--- src/rtl/memory_tester_if.sv ---
// Memory request/response bundle shared by memory_tester and the memory it
// exercises, plus the shared width type and data-path width.
//   master (tester) : drives mem_addr, mem_wwidth, mem_wenable, mem_wdata;
//                     receives mem_rdata
//   slave  (memory) : the mirror image
package memory_tester_pkg;
    localparam int XLEN = 32;

    typedef enum logic [1:0] {
        write_byte     = 2'd0,
        write_halfword = 2'd1,
        write_word     = 2'd2
    } write_width_t;
endpackage

interface memory_tester_if;
    import memory_tester_pkg::*;

    logic [XLEN-1:0] mem_addr;
    write_width_t    mem_wwidth;
    logic            mem_wenable;
    logic [XLEN-1:0] mem_wdata;
    logic [XLEN-1:0] mem_rdata;

    modport master (
        output mem_addr, mem_wwidth, mem_wenable, mem_wdata,
        input  mem_rdata
    );

    modport slave (
        input  mem_addr, mem_wwidth, mem_wenable, mem_wdata,
        output mem_rdata
    );
endinterface

--- src/rtl/memory_tester.sv ---
// memory_tester: fills an address window with a seed-derived pattern, reads it
// back and reports pass/fail, a saturating mismatch count and the address of
// the first mismatch.
// Ports:
//   clk, reset            clock, async active-high reset
//   start, abort          launch a sweep / drop back to IDLE
//   mode, seed            element width and pattern seed (latched on start)
//   busy, done, pass      sweep status (all registered)
//   err_count             mismatches this sweep, saturating
//   first_err_addr        byte address of the first mismatch, 0 if none
//   mem                   memory request/response bundle (master side)
//
// state    | meaning
// ---------+-----------------------------------------------------
// IDLE     | waiting for start, outputs held
// FILL     | one write per cycle, element idx
// RD_ISSUE | read address for element idx presented
// RD_WAIT  | waiting out the remaining read latency
// CHECK    | read data valid, compare element idx
// DONE     | sweep finished, results held until next start
module memory_tester
    import memory_tester_pkg::*;
#(
    parameter logic [XLEN-1:0] BASE_ADDR    = '0,
    parameter int              DEPTH        = 64,
    parameter int              READ_LATENCY = 1,
    parameter int              ERR_W        = 16
) (
    input  logic              clk,
    input  logic              reset,
    input  logic              start,
    input  logic              abort,
    input  write_width_t      mode,
    input  logic [7:0]        seed,
    output logic              busy,
    output logic              done,
    output logic              pass,
    output logic [ERR_W-1:0]  err_count,
    output logic [XLEN-1:0]   first_err_addr,
    memory_tester_if.master   mem
);

    localparam int IDX_W     = (DEPTH > 1) ? $clog2(DEPTH) : 1;
    localparam int WAIT_W    = (READ_LATENCY > 2) ? $clog2(READ_LATENCY - 1) : 1;
    localparam int WAIT_INIT = (READ_LATENCY >= 2) ? READ_LATENCY - 2 : 0;
    localparam logic [IDX_W-1:0] IDX_LAST = IDX_W'(DEPTH - 1);

    typedef enum logic [2:0] {
        IDLE, FILL, RD_ISSUE, RD_WAIT, CHECK, DONE
    } state_t;

    state_t              state_q, state_d;
    logic [IDX_W-1:0]    idx_q, idx_d, idx_next;
    logic [WAIT_W-1:0]   wait_q, wait_d;
    write_width_t        mode_q, mode_d;
    logic [7:0]          seed_q, seed_d;
    logic [ERR_W-1:0]    err_q, err_d;
    logic [XLEN-1:0]     first_q, first_d;
    logic [XLEN-1:0]     addr_q, addr_d;
    logic [XLEN-1:0]     wdata_q, wdata_d;
    logic                wen_q, wen_d;
    logic                busy_q, busy_d;
    logic                done_q, done_d;
    logic                pass_q, pass_d;
    logic                last, do_check, mismatch;

    // Unused width encoding is treated as byte everywhere so address step and
    // compare mask stay consistent.
    function automatic logic [XLEN-1:0] addr_of(logic [IDX_W-1:0] idx, write_width_t w);
        logic [XLEN-1:0] off;
        off = XLEN'(idx);
        case (w)
            write_halfword: off = off << 1;
            write_word:     off = off << 2;
            default:        off = off;
        endcase
        return BASE_ADDR + off;
    endfunction

    function automatic logic [XLEN-1:0] width_mask(write_width_t w);
        case (w)
            write_halfword: return XLEN'(16'hFFFF);
            write_word:     return '1;
            default:        return XLEN'(8'hFF);
        endcase
    endfunction

    function automatic logic [XLEN-1:0] pattern(logic [IDX_W-1:0] idx, logic [7:0] s,
                                                write_width_t w);
        return (XLEN'(s) + XLEN'(idx)) & width_mask(w);
    endfunction

    always_comb begin
        state_d  = state_q;
        idx_d    = idx_q;
        wait_d   = wait_q;
        mode_d   = mode_q;
        seed_d   = seed_q;
        err_d    = err_q;
        first_d  = first_q;
        addr_d   = addr_q;
        wen_d    = 1'b0;
        wdata_d  = '0;
        idx_next = idx_q + 1'b1;
        last     = (idx_q == IDX_LAST);
        // With combinational read the issue cycle doubles as the compare cycle.
        do_check = (state_q == CHECK) || ((state_q == RD_ISSUE) && (READ_LATENCY == 0));
        mismatch = ((mem.mem_rdata & width_mask(mode_q)) != pattern(idx_q, seed_q, mode_q));

        case (state_q)
            IDLE, DONE: begin
                if (start && !abort) begin
                    state_d = FILL;
                    idx_d   = '0;
                    mode_d  = mode;
                    seed_d  = seed;
                    err_d   = '0;
                    first_d = '0;
                    addr_d  = addr_of('0, mode);
                    wen_d   = 1'b1;
                    wdata_d = pattern('0, seed, mode);
                end
            end
            FILL: begin
                if (last) begin
                    state_d = RD_ISSUE;
                    idx_d   = '0;
                    addr_d  = addr_of('0, mode_q);
                end else begin
                    idx_d   = idx_next;
                    addr_d  = addr_of(idx_next, mode_q);
                    wen_d   = 1'b1;
                    wdata_d = pattern(idx_next, seed_q, mode_q);
                end
            end
            RD_ISSUE: begin
                if (READ_LATENCY == 1) begin
                    state_d = CHECK;
                end else if (READ_LATENCY >= 2) begin
                    state_d = RD_WAIT;
                    wait_d  = WAIT_W'(WAIT_INIT);
                end
            end
            RD_WAIT: begin
                if (wait_q == '0) state_d = CHECK;
                else              wait_d  = wait_q - 1'b1;
            end
            default: ;
        endcase

        if (do_check) begin
            if (mismatch) begin
                if (err_q != '1) err_d = err_q + 1'b1;
                if (err_q == '0) first_d = addr_of(idx_q, mode_q);
            end
            if (last) begin
                state_d = DONE;
            end else begin
                state_d = RD_ISSUE;
                idx_d   = idx_next;
                addr_d  = addr_of(idx_next, mode_q);
            end
        end

        // Abort wins over everything in a busy state; partial counts are kept.
        if (abort && (state_q != IDLE) && (state_q != DONE)) begin
            state_d = IDLE;
            wen_d   = 1'b0;
            wdata_d = '0;
            err_d   = err_q;
            first_d = first_q;
            idx_d   = idx_q;
            addr_d  = addr_q;
        end

        busy_d = (state_d == FILL) || (state_d == RD_ISSUE) ||
                 (state_d == RD_WAIT) || (state_d == CHECK);
        done_d = (state_d == DONE);
        pass_d = done_d && (err_d == '0);
    end

    always_ff @(posedge clk or posedge reset) begin
        if (reset) begin
            state_q <= IDLE;
            idx_q   <= '0;
            wait_q  <= '0;
            mode_q  <= write_byte;
            seed_q  <= '0;
            err_q   <= '0;
            first_q <= '0;
            addr_q  <= BASE_ADDR;
            wdata_q <= '0;
            wen_q   <= 1'b0;
            busy_q  <= 1'b0;
            done_q  <= 1'b0;
            pass_q  <= 1'b0;
        end else begin
            state_q <= state_d;
            idx_q   <= idx_d;
            wait_q  <= wait_d;
            mode_q  <= mode_d;
            seed_q  <= seed_d;
            err_q   <= err_d;
            first_q <= first_d;
            addr_q  <= addr_d;
            wdata_q <= wdata_d;
            wen_q   <= wen_d;
            busy_q  <= busy_d;
            done_q  <= done_d;
            pass_q  <= pass_d;
        end
    end

    assign busy            = busy_q;
    assign done            = done_q;
    assign pass            = pass_q;
    assign err_count       = err_q;
    assign first_err_addr  = first_q;
    assign mem.mem_addr    = addr_q;
    assign mem.mem_wwidth  = mode_q;
    assign mem.mem_wenable = wen_q;
    assign mem.mem_wdata   = wdata_q;

endmodule
--- src/flat_wrapper.sv ---
// flat-port wrapper written by rule: the top's interface ports become plain ports
module memory_tester_flat import memory_tester_pkg::*;
#(
    parameter logic [XLEN-1:0] BASE_ADDR    = '0,
    parameter int              DEPTH        = 64,
    parameter int              READ_LATENCY = 1,
    parameter int              ERR_W        = 16
)
  (clk, reset, start, abort, mode, seed, busy, done, pass, err_count, first_err_addr, mem_mem_addr, mem_mem_wwidth, mem_mem_wenable, mem_mem_wdata, mem_mem_rdata);
  memory_tester_if mem_i ();
  input  logic clk;
  input  logic reset;
  input  logic start;
  input  logic abort;
  input  write_width_t mode;
  input  logic [7:0] seed;
  output logic busy;
  output logic done;
  output logic pass;
  output logic [ERR_W-1:0] err_count;
  output logic [XLEN-1:0] first_err_addr;
  output wire logic [$bits(mem_i.mem_addr)-1:0] mem_mem_addr;
  output wire logic [$bits(mem_i.mem_wwidth)-1:0] mem_mem_wwidth;
  output wire logic [$bits(mem_i.mem_wenable)-1:0] mem_mem_wenable;
  output wire logic [$bits(mem_i.mem_wdata)-1:0] mem_mem_wdata;
  input wire logic [$bits(mem_i.mem_rdata)-1:0] mem_mem_rdata;
  assign mem_mem_addr = mem_i.mem_addr;
  assign mem_mem_wwidth = mem_i.mem_wwidth;
  assign mem_mem_wenable = mem_i.mem_wenable;
  assign mem_mem_wdata = mem_i.mem_wdata;
  assign mem_i.mem_rdata = mem_mem_rdata;
  memory_tester #(.BASE_ADDR(BASE_ADDR), .DEPTH(DEPTH), .READ_LATENCY(READ_LATENCY), .ERR_W(ERR_W)) u_core (.clk(clk), .reset(reset), .start(start), .abort(abort), .mode(mode), .seed(seed), .busy(busy), .done(done), .pass(pass), .err_count(err_count), .first_err_addr(first_err_addr), .mem(mem_i));
endmodule
--- config.mk ---
export PLATFORM = sky130hd
export DESIGN_NAME = memory_tester_flat
export DESIGN_NICKNAME = d
export VERILOG_FILES = /design/src/rtl/memory_tester_if.sv /design/src/rtl/memory_tester.sv /design/src/flat_wrapper.sv
export SDC_FILE = /design/constraint.sdc
export NUM_CORES = 1
export LEC_CHECK = 0
export BUFFER_PORTS_ARGS = -buffer_cell sky130_fd_sc_hd__buf_2
export CORE_MARGIN = 2
export CORE_UTILIZATION = 53
export DETAILED_ROUTE_END_ITERATION = 7
export PLACE_DENSITY = 0.8
export SLEW_MARGIN = 25
export SYNTH_ARGS = -nofsm -noshare
export SYNTH_HDL_FRONTEND = slang
export SYNTH_SLANG_ARGS = --single-unit
--- constraint.sdc ---
create_clock -name clk -period 4.7 [get_ports clk]
set_input_delay 0.94 -clock clk [delete_from_list [all_inputs] [get_ports clk]]
set_output_delay 0.94 -clock clk [all_outputs]
set_load 0.02 [all_outputs]
; ---- Word level (Yosys, flattened, before mapping)
; Cells that the tools add are included.
[totals]
register_bits = 136
inputBits = 46
out_inout_bits = 118
elab_cells = 99
[classes]
n_addsub = 5
eq_ne = 18
mux = 45
n_bitwise = 4
n_reduce_logical = 14
[op_table]
columns = operator, count
row1 = 32-bit two-way mux, 16
row2 = 32-bit case mux with 2 select lines, 4
row3 = 32-bit bitwise AND, 3
row4 = 16-bit two-way mux, 6
row5 = 8-bit by 32-bit bitwise AND with 32-bit output, 1
row6 = 16-bit zero test, 2
row7 = 32-bit != test, 1
row8 = 8-bit case mux with 2 select lines, 2
row9 = 6-bit two-way mux, 4
row10 = 8-bit by 6-bit adder with 9-bit output, 2
row11 = 3-bit two-way mux, 6
row12 = "16-bit by 1-bit adder with 16-bit output, second input constant", 1
row13 = "16-bit != test, second input constant", 1
row14 = "3-bit by 2-bit == test with 1-bit output, second input constant", 4
row15 = "3-bit == test, second input constant", 4
row16 = 3-bit case mux with 4 select lines, 1
row17 = 6-bit case mux with 2 select lines, 1
row18 = "6-bit by 1-bit adder with 6-bit output, second input constant", 1
row19 = "3-bit by 1-bit == test with 1-bit output, second input constant", 2
row20 = "6-bit == test, second input constant", 1
row21 = "2-bit by 1-bit == test with 1-bit output, second input constant", 2
row22 = "2-bit == test, second input constant", 2
row23 = 1-bit logical AND, 4
row24 = 1-bit two-way mux, 4
row25 = 9 further kinds, 11

; ---- Longest topological paths before layout
[logic_depth]
depth_word = 10
depth_mapped = 13
depth_no_buf = 12

; ---- Least setup slack after synthesis
; OpenSTA, ideal clock, no wires.
[synth_timing]
path_kind = input to register
startpoint = in mem_mem_rdata[19]
endpoint = reg u_core.pass_q, in the netlist u_core.pass
setup_time_ns = 0.068
arrival_time_ns = 3.110
t_required_ns = 4.632
setup_slack_ns = 1.522
cell_stages = 9
n_path_buf = 0
cell_sequence = nor4_1 -> nand4_1 -> a2111oi_2 -> nand4_1 -> or3_4 -> and4_1 -> a221o_1 -> nor4b_1 -> and4bb_1
[synth_between]
elab_chain_cells = 7
[synth_lines]
columns = item, line_no
row1 = "start, declared", flat_wrapper.sv:26  ; input wire logic [$bits(mem_i.mem_rdata)-1:0] mem_mem_rdata;
row2 = 32-bit bitwise AND, memory_tester.sv:108  ; mismatch = ((mem.mem_rdata & width_mask(mode_q)) != pattern(idx_q, seed_q, mode_q));
row3 = 32-bit != test, memory_tester.sv:108
row4 = 16-bit two-way mux, memory_tester.sv:152  ; if (mismatch) begin
row5 = 16-bit two-way mux, memory_tester.sv:151  ; if (do_check) begin
row6 = 16-bit two-way mux, memory_tester.sv:166  ; if (abort && (state_q != IDLE) && (state_q != DONE)) begin
row7 = net u_core.err_d[14], memory_tester.sv:57  ; logic [ERR_W-1:0] err_q, err_d;
row8 = 16-bit zero test, memory_tester.sv:179  ; pass_d = done_d && (err_d == '0);
row9 = 1-bit logical AND, memory_tester.sv:179
row10 = net u_core.pass_d, memory_tester.sv:64  ; logic pass_q, pass_d;
row11 = "end signal, assigned", memory_tester.sv:210  ; pass_q <= pass_d;
row12 = "end, declared", memory_tester.sv:64
; The timed path passes the listed nets, and every way through them passes these cells.
; A chain may end at the register's enable or synchronous reset.

; ---- Worst setup path after layout
[layout_timing]
startpoint = reg u_core.idx_q[0]
endpoint = reg u_core.first_q[7], in the netlist u_core.first_err_addr[7]
[layout_between]
elab_chain_cells = 5
[layout_lines]
columns = item, line_no
row1 = "start, declared", memory_tester.sv:53  ; logic [IDX_W-1:0] idx_q, idx_d, idx_next;
row2 = "start signal, assigned", memory_tester.sv:199  ; idx_q <= idx_d;
row3 = 8-bit by 6-bit adder with 9-bit output, memory_tester.sv:90  ; return (XLEN'(s) + XLEN'(idx)) & width_mask(w);
row4 = 32-bit bitwise AND, memory_tester.sv:90
row5 = 32-bit != test, memory_tester.sv:108
row6 = 32-bit two-way mux, memory_tester.sv:152
row7 = 32-bit two-way mux, memory_tester.sv:151
row8 = "end signal, assigned", memory_tester.sv:204  ; first_q <= first_d;
row9 = "end, declared", memory_tester.sv:58  ; logic [XLEN-1:0] first_q, first_d;
; No other way between the ends.

==> impl_metrics.env <==
export IMPL_top_cell_type_by_total_area_after_synthesis="sky130_fd_sc_hd__dfrtp_1"
export IMPL_ys_dominant_reg_cell="sky130_fd_sc_hd__dfrtp_1"
export IMPL_holdPathStages=1
export IMPL_initial_utilization=0.544
export IMPL_drt_initial_drc_count=369
export IMPL_synth_warning_count=0
export IMPL_total_overflow_reported_by_the_global_router=0
export IMPL_cellPowerDensity_mw_per_mm2=305
export IMPL_post_route_period_util=0.850
export IMPL_finalSetupTns_ps=0
export IMPL_firstDrtPassIters=5
export IMPL_h_tree_depth=3
export IMPL_cts_tree="done"
export IMPL_drt_vias_per_instance=5.80
export IMPL_grt_pass1_wl_microns=24000
export IMPL_hold_viol=0
export IMPL_synth_seq_cells=112
export IMPL_final_setup_skew_ps=9.85
export IMPL_root_buffer="sky130_fd_sc_hd__clkbuf_8"
export IMPL_global_route_peak_usage_layer="met2"
export IMPL_grt_met3_usage=0.0528
export IMPL_postRouteAntennaNets=0
export IMPL_worst_r2r_setup_slack_ps=700
export IMPL_insertion_delay_ps=380
export IMPL_critical_path_arrival_ps=4240
export IMPL_setup_repair_bufs_after_cts=0
export IMPL_worst_r2r_startpoint="u_core.idx_q[0]"
export IMPL_final_layout_size_suffix_gt1_frac=0.234
export IMPL_synthCells=621
export IMPL_antenna_cells_inserted=0
export IMPL_layoutNonFillerInstCount=887
export IMPL_whs_ps=493
export IMPL_cp_start_kind="flip-flop"
export IMPL_worst_ir_drop_vdd_uv=169
export IMPL_globalRouteMet1Util=0.368
export IMPL_yosysTopAreaCellShare=0.476
export IMPL_setup_viol=0
export IMPL_post_detailed_route_wirelength_per_cell_microns=17.3
export IMPL_syn_avg_cell_area_sq_um=9.49
export IMPL_maxCapViolations=0
export IMPL_globalRouteTotalUtil=0.257
export IMPL_postCtsHoldBufs=0
export IMPL_setup_slack_ps=704
export IMPL_clock_path_buffers=2
export IMPL_placedCellCount=871
export IMPL_hold_end="u_core.mem.mem_addr[16]"
export IMPL_cts_buffers_inserted=9
export IMPL_design_final_nets=808
export IMPL_port_buffers=140
export IMPL_worstReg2RegEnd="u_core.first_err_addr[7]"
export IMPL_number_of_enable_flip_flop_cells_after_synthesis=0
export IMPL_drc=0
export IMPL_unrepaired_setup_endpoints_after_global_routing="false"
export IMPL_syn_area_sq_mm=0.00589
export IMPL_finalWeightedCongestion=0.963
export IMPL_dpl_hpwl_microns=11200
export IMPL_worstSetupEndpointType="flip-flop"
export IMPL_die_area_sq_mm=0.0120
export IMPL_core_sq_mm=0.0108
export IMPL_wl_microns=15300
export IMPL_synth_distinct_cells=61
export IMPL_die_height_microns=109
export IMPL_ff2ff_path_depth=11
export IMPL_flow_area_growth_from_synthesis_pct=15.4
export IMPL_transition_time_at_the_pin_with_the_least_slew_margin_ps=834
export IMPL_cts_sink_count=112
export IMPL_slew_limit_headroom=0.440
export IMPL_holdCritPathClass="reg2reg"
export IMPL_met2_capacity_usage_during_global_routing=0.403
export IMPL_cp_max_fo=40
export IMPL_worst_endpoint_required_ps=4940
export IMPL_standard_cell_rows=38
export IMPL_grt_pass1_vias=4762
export IMPL_cellLeakagePower_nw=3.59
export IMPL_async_reset_ff_frac=1.00
export IMPL_status="complete, no violations"
export IMPL_post_synth_main_area_contributors="sky130_fd_sc_hd__dfrtp_1, sky130_fd_sc_hd__nand2_1, sky130_fd_sc_hd__ha_1, sky130_fd_sc_hd__and3_1, sky130_fd_sc_hd__buf_4"
export IMPL_width_of_the_chip_microns=109
export IMPL_clk_pin_slew_ps=110
export IMPL_finalWorstPathRequiredPeriod_ps=4000
export IMPL_antenna_found_initial=0
export IMPL_finished_core_util=0.627
export IMPL_slew_viol_final=0
export IMPL_critPathKind="reg2reg"
export IMPL_grt_start_max_net_pins=41
export IMPL_hp_start="u_core.mem.mem_addr[16]"
export IMPL_post_cts_resize_count=0
export IMPL_place_ws_ps=609
export IMPL_ys_seq_area_frac=0.476
export IMPL_routed_via_count=5147
export IMPL_fmax_mhz=250
export IMPL_top_level_ports=164
==> registers in the layout, summed over array words and instances, names as in the netlist <==
signal,count
u_core.idx_q,6
u_core.mem.mem_wenable,1
u_core.err_count,16
u_core.mem.mem_addr,32
u_core.mem.mem_wwidth,2
u_core.busy,1
u_core.first_err_addr,32
u_core.pass,1
u_core.seed_q,8
u_core.mem.mem_wdata,9
u_core.done,1
u_core.state_q,3
==> worst max-delay path: stages, from the launching register on <==
cell	delay, ps
sky130_fd_sc_hd__dfrtp_1	510
sky130_fd_sc_hd__ha_1	300
sky130_fd_sc_hd__fa_1	480
sky130_fd_sc_hd__a21oi_1	270
sky130_fd_sc_hd__o211ai_2	150
sky130_fd_sc_hd__a31o_2	270
sky130_fd_sc_hd__a41oi_1	330
sky130_fd_sc_hd__or3_4	300
sky130_fd_sc_hd__nand2b_1	150
sky130_fd_sc_hd__or3_2	770
sky130_fd_sc_hd__nand3_1	200
sky130_fd_sc_hd__o21ai_0	100
==> per-layer routing <==
metal	wire [microns]	vias up
met5	0	-
met4	195	0
met3	1240	16
met2	7240	228
met1	6660	2515
li1	-	2388
==> how the worst max path moves through the flow <==
stage	to	slack, ps	start
after floorplan	u_core.busy	800	reset
after global placement	u_core.first_err_addr[1]	810	u_core.idx_q[0]
after detailed placement	u_core.first_err_addr[7]	610	mem_mem_rdata[24]
after CTS	u_core.first_err_addr[7]	610	u_core.idx_q[0]
after global routing	u_core.first_err_addr[7]	480	u_core.idx_q[0]
final	u_core.first_err_addr[7]	700	u_core.idx_q[0]
==> power by group <==
group / internal [W] / leakage [nW] / switching, W / total, W
Sequential: 0.00100 / 1.54 / 0.0000415 / 0.00104
Clock: 0.000259 / 0.106 / 0.000354 / 0.000613
Combinational: 0.000148 / 1.95 / 0.000273 / 0.000421
Total: 0.00141 / 3.59 / 0.000669 / 0.00208
==> area by class of cell <==
| class | count | area, sq um |
|---|---|---|
| Tap cell | 140 | 175 |
| Timing Repair Buffer | 146 | 746 |
| Inverter | 22 | 85.1 |
| Clock inverter | 7 | 85.1 |
| Sequential cell | 112 | 2800 |
| Fill cell | 922 | 4040 |
| Clock buffer | 9 | 124 |
| Multi-Input combinational cell | 451 | 2780 |
==> through the flow <==
step           power, W  cell area, sq um
3_5_place_dp    0.00147              6590
5_1_grt         0.00217              6800
4_1_cts         0.00208              6800
6_report        0.00208              6800
2_1_floorplan   0.00137              5970
3_3_place_gp    0.00146              6580
==> layout by cell type (no fill, tap or decap), types with 5 or more instances in the layout <==
cell type / instances
sky130_fd_sc_hd__and2_1: 26
sky130_fd_sc_hd__nor3_1: 8
sky130_fd_sc_hd__a22oi_1: 11
sky130_fd_sc_hd__nor4_1: 8
sky130_fd_sc_hd__o21ai_0: 32
sky130_fd_sc_hd__nand4_1: 8
sky130_fd_sc_hd__o21bai_1: 5
sky130_fd_sc_hd__ha_1: 18
sky130_fd_sc_hd__a21oi_1: 34
sky130_fd_sc_hd__conb_1: 23
sky130_fd_sc_hd__xnor2_1: 17
sky130_fd_sc_hd__nand2b_1: 6
sky130_fd_sc_hd__clkbuf_8: 9
sky130_fd_sc_hd__nor2_1: 33
sky130_fd_sc_hd__xor2_1: 9
sky130_fd_sc_hd__nand3_1: 26
sky130_fd_sc_hd__nand2_1: 66
sky130_fd_sc_hd__o31ai_1: 6
sky130_fd_sc_hd__a21o_1: 6
sky130_fd_sc_hd__and3_1: 33
sky130_fd_sc_hd__inv_1: 21
sky130_fd_sc_hd__buf_4: 6
sky130_fd_sc_hd__o22ai_1: 5
sky130_fd_sc_hd__dfrtp_1: 112
sky130_fd_sc_hd__buf_2: 140
sky130_fd_sc_hd__o211ai_1: 6
==> logic make-up (layout without fill, tap and decap cells) <==
group / count (synthesis) / after routing / synth area share
AO/OA/AOI/OAI: 137 / 137 / 0.154
XOR/XNOR: 26 / 26 / 0.0386
adder cells (fa/ha/maj): 20 / 20 / 0.0450
buffers and inverters: 80 / 184 / 0.0673
flip-flops: 112 / 112 / 0.476
multiplexers: 3 / 3 / 0.00531
other: 1 / 23 / 0.000636
AND/OR/NAND/NOR: 242 / 242 / 0.214
==> Yosys cell counts (all sizes together), types with 3 or more instances <==
cell type	number
nand4	8
o31ai	6
and4	3
o22ai	5
xor2	9
nor4	8
o221ai	3
or2	4
nor3	9
o21bai	5
and2	26
a31oi	3
nand3	26
a221o	3
nor2	33
a22o	3
dfrtp	112
buf	27
ha	18
nor4b	3
nand2b	6
nor2b	3
o21ai	34
and3	33
a21oi	34
a22oi	11
nand2	66
clkbuf	31
or3	6
a21o	6
o211ai	7
xnor2	17
inv	22
Power figures use the tool's default switching activity.
